### src/rtl/cache_controller_if.sv
// Core/cache-array/memory signal bundle for the data cache sequencer.
// The controller uses the master view; the core-side environment uses slave.
interface cache_controller_if #(
  parameter int BLOCK_WORDS = 4,
  parameter int CNT_W       = 16
);
  localparam int OFF_W = $clog2(BLOCK_WORDS);

  logic             MemRead;
  logic             MemWrite;
  logic             hit;
  logic             mem_ready;
  logic             stall;
  logic             cache_we;
  logic             refill_sel;
  logic [OFF_W-1:0] refill_offset;
  logic             tag_we;
  logic             mem_req;
  logic             mem_we;
  logic [CNT_W-1:0] read_hits;
  logic [CNT_W-1:0] read_misses;

  modport master (
    input  MemRead, MemWrite, hit, mem_ready,
    output stall, cache_we, refill_sel, refill_offset, tag_we,
           mem_req, mem_we, read_hits, read_misses
  );

  modport slave (
    output MemRead, MemWrite, hit, mem_ready,
    input  stall, cache_we, refill_sel, refill_offset, tag_we,
           mem_req, mem_we, read_hits, read_misses
  );
endinterface

### src/rtl/cache_controller.sv
// Sequencer for a direct-mapped, write-through, no-write-allocate data cache.
// Read misses refill a whole line word by word; stores always go to memory.
module cache_controller #(
  parameter int BLOCK_WORDS = 4,
  parameter int CNT_W       = 16
) (
  input  logic                 clk,
  input  logic                 reset,
  cache_controller_if.master   bus
);
  localparam int OFF_W = $clog2(BLOCK_WORDS);
  localparam logic [OFF_W-1:0] LAST_OFF = OFF_W'(BLOCK_WORDS - 1);
  localparam logic [OFF_W-1:0] OFF_ONE  = OFF_W'(1);
  localparam logic [CNT_W-1:0] CNT_ONE  = CNT_W'(1);

  typedef enum logic [1:0] {IDLE, REFILL, WRITE_MEM, WRITE_DONE} state_t;

  state_t           state;
  logic [OFF_W-1:0] refill_offset;
  logic             just_filled;
  logic             mem_req_q;
  logic             mem_we_q;
  logic             refill_sel_q;
  logic [CNT_W-1:0] read_hits_q;
  logic [CNT_W-1:0] read_misses_q;
  logic             is_store;
  logic             is_load;
  logic             last_word;
  logic             stall_c;
  logic             cache_we_c;
  logic             tag_we_c;

  // Counter increment that sticks at all-ones instead of wrapping.
  function automatic logic [CNT_W-1:0] sat_inc(input logic [CNT_W-1:0] v);
    return (&v) ? v : v + CNT_ONE;
  endfunction

  // A simultaneous MemRead/MemWrite is handled as a store.
  assign is_store  = bus.MemWrite;
  assign is_load   = bus.MemRead & ~bus.MemWrite;
  assign last_word = (refill_offset == LAST_OFF);

  // Same-cycle strobes: stall on detection and data-array writes on each refill word.
  always_comb begin
    stall_c    = 1'b0;
    cache_we_c = 1'b0;
    tag_we_c   = 1'b0;
    case (state)
      IDLE: begin
        stall_c    = is_store | (is_load & ~bus.hit);
        cache_we_c = is_store & bus.hit;
      end
      REFILL: begin
        stall_c    = 1'b1;
        cache_we_c = bus.mem_ready;
        tag_we_c   = bus.mem_ready & last_word;
      end
      WRITE_MEM: stall_c = 1'b1;
      default: ;
    endcase
  end

  // Main FSM: state, refill index, registered memory handshake and statistics.
  always_ff @(posedge clk or negedge reset) begin
    if (!reset) begin
      state         <= IDLE;
      refill_offset <= '0;
      just_filled   <= 1'b0;
      mem_req_q     <= 1'b0;
      mem_we_q      <= 1'b0;
      refill_sel_q  <= 1'b0;
      read_hits_q   <= '0;
      read_misses_q <= '0;
    end else begin
      case (state)
        IDLE: begin
          // The load that follows a refill is only allowed to skip the hit count once.
          just_filled <= 1'b0;
          if (is_store) begin
            state     <= WRITE_MEM;
            mem_req_q <= 1'b1;
            mem_we_q  <= 1'b1;
          end else if (is_load && !bus.hit) begin
            read_misses_q <= sat_inc(read_misses_q);
            refill_offset <= '0;
            state         <= REFILL;
            mem_req_q     <= 1'b1;
            refill_sel_q  <= 1'b1;
          end else if (is_load && !just_filled) begin
            read_hits_q <= sat_inc(read_hits_q);
          end
        end
        REFILL: begin
          if (bus.mem_ready) begin
            if (last_word) begin
              refill_offset <= '0;
              just_filled   <= 1'b1;
              state         <= IDLE;
              mem_req_q     <= 1'b0;
              refill_sel_q  <= 1'b0;
            end else begin
              refill_offset <= refill_offset + OFF_ONE;
            end
          end
        end
        WRITE_MEM: begin
          if (bus.mem_ready) begin
            state     <= WRITE_DONE;
            mem_req_q <= 1'b0;
            mem_we_q  <= 1'b0;
          end
        end
        // Store retires here; a still-held MemWrite is the same store.
        WRITE_DONE: state <= IDLE;
        default:    state <= IDLE;
      endcase
    end
  end

  assign bus.stall         = stall_c;
  assign bus.cache_we      = cache_we_c;
  assign bus.tag_we        = tag_we_c;
  assign bus.refill_sel    = refill_sel_q;
  assign bus.refill_offset = refill_offset;
  assign bus.mem_req       = mem_req_q;
  assign bus.mem_we        = mem_we_q;
  assign bus.read_hits     = read_hits_q;
  assign bus.read_misses   = read_misses_q;
endmodule

### src/flat_wrapper.sv
// flat-port wrapper written by rule: the top's interface ports become plain ports
module cache_controller_flat 
#(
  parameter int BLOCK_WORDS = 4,
  parameter int CNT_W       = 16
)
  (clk, reset, bus_MemRead, bus_MemWrite, bus_hit, bus_mem_ready, bus_stall, bus_cache_we, bus_refill_sel, bus_refill_offset, bus_tag_we, bus_mem_req, bus_mem_we, bus_read_hits, bus_read_misses);
  cache_controller_if #(.BLOCK_WORDS(BLOCK_WORDS), .CNT_W(CNT_W)) bus_i ();
  input  logic clk;
  input  logic reset;
  input wire logic [$bits(bus_i.MemRead)-1:0] bus_MemRead;
  input wire logic [$bits(bus_i.MemWrite)-1:0] bus_MemWrite;
  input wire logic [$bits(bus_i.hit)-1:0] bus_hit;
  input wire logic [$bits(bus_i.mem_ready)-1:0] bus_mem_ready;
  output wire logic [$bits(bus_i.stall)-1:0] bus_stall;
  output wire logic [$bits(bus_i.cache_we)-1:0] bus_cache_we;
  output wire logic [$bits(bus_i.refill_sel)-1:0] bus_refill_sel;
  output wire logic [$bits(bus_i.refill_offset)-1:0] bus_refill_offset;
  output wire logic [$bits(bus_i.tag_we)-1:0] bus_tag_we;
  output wire logic [$bits(bus_i.mem_req)-1:0] bus_mem_req;
  output wire logic [$bits(bus_i.mem_we)-1:0] bus_mem_we;
  output wire logic [$bits(bus_i.read_hits)-1:0] bus_read_hits;
  output wire logic [$bits(bus_i.read_misses)-1:0] bus_read_misses;
  assign bus_i.MemRead = bus_MemRead;
  assign bus_i.MemWrite = bus_MemWrite;
  assign bus_i.hit = bus_hit;
  assign bus_i.mem_ready = bus_mem_ready;
  assign bus_stall = bus_i.stall;
  assign bus_cache_we = bus_i.cache_we;
  assign bus_refill_sel = bus_i.refill_sel;
  assign bus_refill_offset = bus_i.refill_offset;
  assign bus_tag_we = bus_i.tag_we;
  assign bus_mem_req = bus_i.mem_req;
  assign bus_mem_we = bus_i.mem_we;
  assign bus_read_hits = bus_i.read_hits;
  assign bus_read_misses = bus_i.read_misses;
  cache_controller #(.BLOCK_WORDS(BLOCK_WORDS), .CNT_W(CNT_W)) u_core (.clk(clk), .reset(reset), .bus(bus_i));
endmodule
### config.mk
export PLATFORM = sky130hd
export DESIGN_NAME = cache_controller_flat
export DESIGN_NICKNAME = d
export VERILOG_FILES = /design/src/rtl/cache_controller_if.sv /design/src/rtl/cache_controller.sv /design/src/flat_wrapper.sv
export SDC_FILE = /design/constraint.sdc
export NUM_CORES = 1
export LEC_CHECK = 0
export BUFFER_PORTS_ARGS = -buffer_cell sky130_fd_sc_hd__buf_2
export CAP_MARGIN = 20
export CELL_PAD_IN_SITES_DETAIL_PLACEMENT = 1
export CELL_PAD_IN_SITES_GLOBAL_PLACEMENT = 2
export CORE_MARGIN = 4
export CORE_UTILIZATION = 36
export DETAILED_ROUTE_END_ITERATION = 10
export PLACE_DENSITY = 0.94
export SETUP_SLACK_MARGIN = 0.1
export SLEW_MARGIN = 30
export SYNTH_ARGS = -nofsm -noshare
export SYNTH_HDL_FRONTEND = slang
export SYNTH_SLANG_ARGS = --single-unit
### constraint.sdc
create_clock -name clk -period 3.33 [get_ports clk]
set_clock_uncertainty 0.1 [all_clocks]
set_input_delay 0 -clock clk [delete_from_list [all_inputs] [get_ports clk]]
set_output_delay 0 -clock clk [all_outputs]
set_load 0.05 [all_outputs]
==> impl_metrics.yaml <==
power_and_ir_drop:
  power.leakage_nw: 1.28
  seq_pwr_share: 0.360
  clockPowerShare: 0.247
  power_report.internal_total_mw: 1.03
  switchingPower_uw: 746
  cellPowerDensity_mw_per_mm2: 677
  vdd_drop_max_uv: 457
  switching_share: 0.420
  combPwrFrac: 0.392
setup_path:
  crit_path_cell_trace: "inv_1 > ha_1 > and2b_1 > nand4b_1 > nor4_1 > mux2_2"
  critical_path.reg2reg.endpoint: "u_core.bus.read_hits[10]$_DFFE_PN0P_"
  slowest_delay_ps: 420
  critPathCaptureType: "flip-flop"
  ff2ff_setup_slack_ps: 870
  timing.critical_path.arrival_ps: 2550
  worst_r2r_startpoint: "u_core.state[0]$_DFFE_PN0P_"
  worst_setup_path_startpoint: "u_core.state[0]$_DFFE_PN0P_"
  maximum_net_fanout_on_the_critical_path: 9
  critical_path.startpoint_type: "flip-flop"
  timing_worst_setup_path_type: "flip-flop to flip-flop"
  reg2regPathDepth: 6
  worst-endpoint-required_ps: 3420
  crit_path_top_delay_cell: "dfrtp_1"
  timing_endpoint_of_the_critical_path: "u_core.bus.read_hits[10]$_DFFE_PN0P_"
grt:
  grt_max_degree: 41
  first_global_vias: 1823
  grt_first_pass_wirelength_um: 8890
  initial_antenna_violation_count: 0
  global_route_total_overflow: 0
  grtUsageTotal: 0.150
sta:
  timing.final.hold_violations: 0
  final_max_tran_viols: 0
  max_slew_margin: 0.503
  setup_total_negative_slack_ps: 0
  final.min_clock_period_ps: 2460
  grt_setup_unrepaired: "no"
  actual_slew_at_the_worst_max_slew_pin_ps: 739
  timing.fmax_mhz: 406
  layout_worst_path_cycle_share: 0.740
  final.setup.worst_slack_ps: 867
  setup_violations: 0
logic_synthesis:
  yosys-top-cells-area: "dfrtp_1, xor2_1, ha_1, mux2_2, nor4_1"
  warning_count_from_the_yosys_run: 0
  synthTopCellsByCount: "dfrtp_1, nand2_1, nor4_1, xor2_1"
  synth_enable_flop_cells: 0
  synthesis.area_per_instance_um2: 10.3
  synthesis.nets: 224
  syn_area_mm2: 0.00216
  dominantRegCellSynth: "dfrtp_1"
  async_flop_share: 1.00
  fraction_of_synthesized_cell_area_taken_by_the_top_area_cell_type: 0.462
  netlist-cell-type-count: 44
  yosysTopAreaCell: "dfrtp_1"
  synth.yosys.seq_area_share: 0.462
  cells_after_synth: 210
  postSynthRegisterBits: 40
  post-synth-top-count-cell: "dfrtp_1"
die:
  die_area_mm2: 0.00732
  die_width_um: 85.5
  std_cell_rows: 27
  ios: 46
  core_mm2: 0.00568
  initial_core_utilization: 0.381
  die_y_um: 85.5
detailed_routing:
  drt-vias-per-instance: 5.33
  routed_wl_um: 5200
  ant_nets: 0
  routedWlPerCell_um: 15.6
  via_total_after_detailed_routing: 1780
  drt-pass1-iter-count: 4
  dr.first_iter.drc_count: 63
  drcViolationCount: 0
clock_network:
  numClockSinks: 40
  clock_tree.buffer_depth: 2
  cts_buffers: 5
  cts_tree: "yes"
  cts_setup_buffers: 0
  cts.htree.levels: 2
  cts.reportedPaths.clkPinSlew_ps: 80
  insertion_delay_ps: 290
  cts.root.buffer_cell: "clkbuf_8"
place:
  gp_congestion: 0.790
  buffer_ports.inserted: 45
  place_ws_ps: 884
  hpwlAfterDp_um: 3830
  dp_cells: 323
final_layout:
  layout-drive-gt1-share: 0.248
  finish.cell_count_without_fillers: 334
  multi_input_area_mm2: 0.00110
  finalNetCount: 275
  n_antenna_cell: 0
  num-fill-cells: 672
  sequential_cell_area_mm2: 0.00100
  area_growth_syn_to_layout_pct: 21.1
run:
  max-cap-violations: 0
run_status:
  run_status: "completed"
worst_hold_path:
  worst_hold_path_type: "input port to flip-flop"
-- kinds of logic (layout without fill, tap and decap cells) --
| logic type | count (synthesis) | after routing | share of synthesized area |
|---|---|---|---|
| AND/OR/NAND/NOR | 89 | 89 | 0.244 |
| flip-flops | 40 | 40 | 0.462 |
| AO/OA/AOI/OAI | 27 | 27 | 0.0809 |
| XOR/XNOR | 17 | 17 | 0.0688 |
| buffers and inverters | 15 | 67 | 0.0272 |
| multiplexers | 14 | 14 | 0.0705 |
| adder cells (fa/ha/maj) | 8 | 8 | 0.0462 |
-- registers in the layout, summed over array words and instances (netlist names) --
signal / count
u_core.bus.read_hits: 16
u_core.bus.read_misses: 16
u_core.bus.refill_offset: 2
u_core.state: 2
u_core.bus.mem_req: 1
u_core.bus.mem_we: 1
u_core.bus.refill_sel: 1
u_core.just_filled: 1
-- what timing repair did --
action | in CTS | in global routing
hold buffers | 3 | 0
endpoints found under the hold margin | 42 | 0
gates resized for setup | 0 | 0
-- cells in the final DEF, fill, tap and decap left out, types with 2 or more instances in the layout --
| cell type | instances |
|---|---|
| nor4b_1 | 2 |
| nand2b_1 | 6 |
| xor2_1 | 12 |
| nor2_1 | 11 |
| buf_2 | 44 |
| nor3_1 | 6 |
| dlygate4sd3_1 | 3 |
| nand4_1 | 11 |
| mux2_1 | 2 |
| nand3_1 | 9 |
| nor4_1 | 12 |
| or2_0 | 2 |
| and4_1 | 2 |
| clkbuf_8 | 7 |
| a22o_1 | 3 |
| ha_1 | 8 |
| mux2_2 | 8 |
| a21oi_1 | 5 |
| xnor2_1 | 5 |
| nand2_1 | 16 |
| dfrtp_1 | 40 |
| inv_1 | 11 |
| a31oi_1 | 2 |
| mux2i_1 | 4 |
| o21ai_0 | 10 |
-- area by class of cell --
cell class / count / area share
clock inverters: 1 / 0.0115
flip-flops and latches: 40 / 0.382
multi-input cells: 155 / 0.421
inverters: 11 / 0.0158
repair buffers: 48 / 0.0983
clock buffers: 7 / 0.0368
well taps: 72 / 0.0344
-- stage by stage --
step	hold slack, ps	power, mW	utilization	area (um^2)
CTS	47.7	1.80	0.461	2620
global route	69.5	1.89	0.462	2620
finish	52.5	1.77	0.462	2620
global placement	94.0	1.33	0.434	2460
floorplan	-396	1.17	-	2160
detailed placement	92.7	1.35	0.434	2460
-- power groups by stage --
stage	sequential (mW)	clock [mW]	combinational [mW]
finish	0.639	0.439	0.696
global placement	0.643	0	0.689
global route	0.655	0.471	0.763
CTS	0.641	0.450	0.707
floorplan	0.826	0	0.341
detailed placement	0.650	0	0.700
-- worst min-delay path by stage --
| stage | from | to | slack, ps | cells past startpoint |
|---|---|---|---|---|
| 6_report | bus_hit | u_core.bus.read_misses[4]$_DFFE_PN0P_ | 50 | 4 |
| 5_1_grt | bus_hit | u_core.bus.read_misses[4]$_DFFE_PN0P_ | 70 | 4 |
| 4_1_cts | bus_hit | u_core.bus.read_misses[4]$_DFFE_PN0P_ | 50 | 4 |
| 3_5_place_dp | reset | u_core.bus.read_hits[11]$_DFFE_PN0P_ | 90 | 1 |
| 3_3_place_gp | reset | u_core.bus.read_hits[11]$_DFFE_PN0P_ | 90 | 1 |
| 2_1_floorplan | reset | u_core.bus.mem_req$_DFFE_PN0P_ | -400 | 0 |
-- layer usage --
layer	part of all wire	track usage	up-vias
li1	-	-	875
met1	0.48	0.200	873
met2	0.47	0.239	28
met3	0.040	0.0394	4
met4	0.013	0.0446	0
met5	0	0	-
-- worst max-delay path, delay by kind of cell, from the launching register on --
family / cells / cell delay (ps)
flip-flops: 1 / 420
adder cells (fa/ha/maj): 1 / 380
AND/OR/NAND/NOR: 3 / 970
multiplexers: 1 / 370
buffers and inverters: 1 / 120
Power figures use the tool's default switching activity.
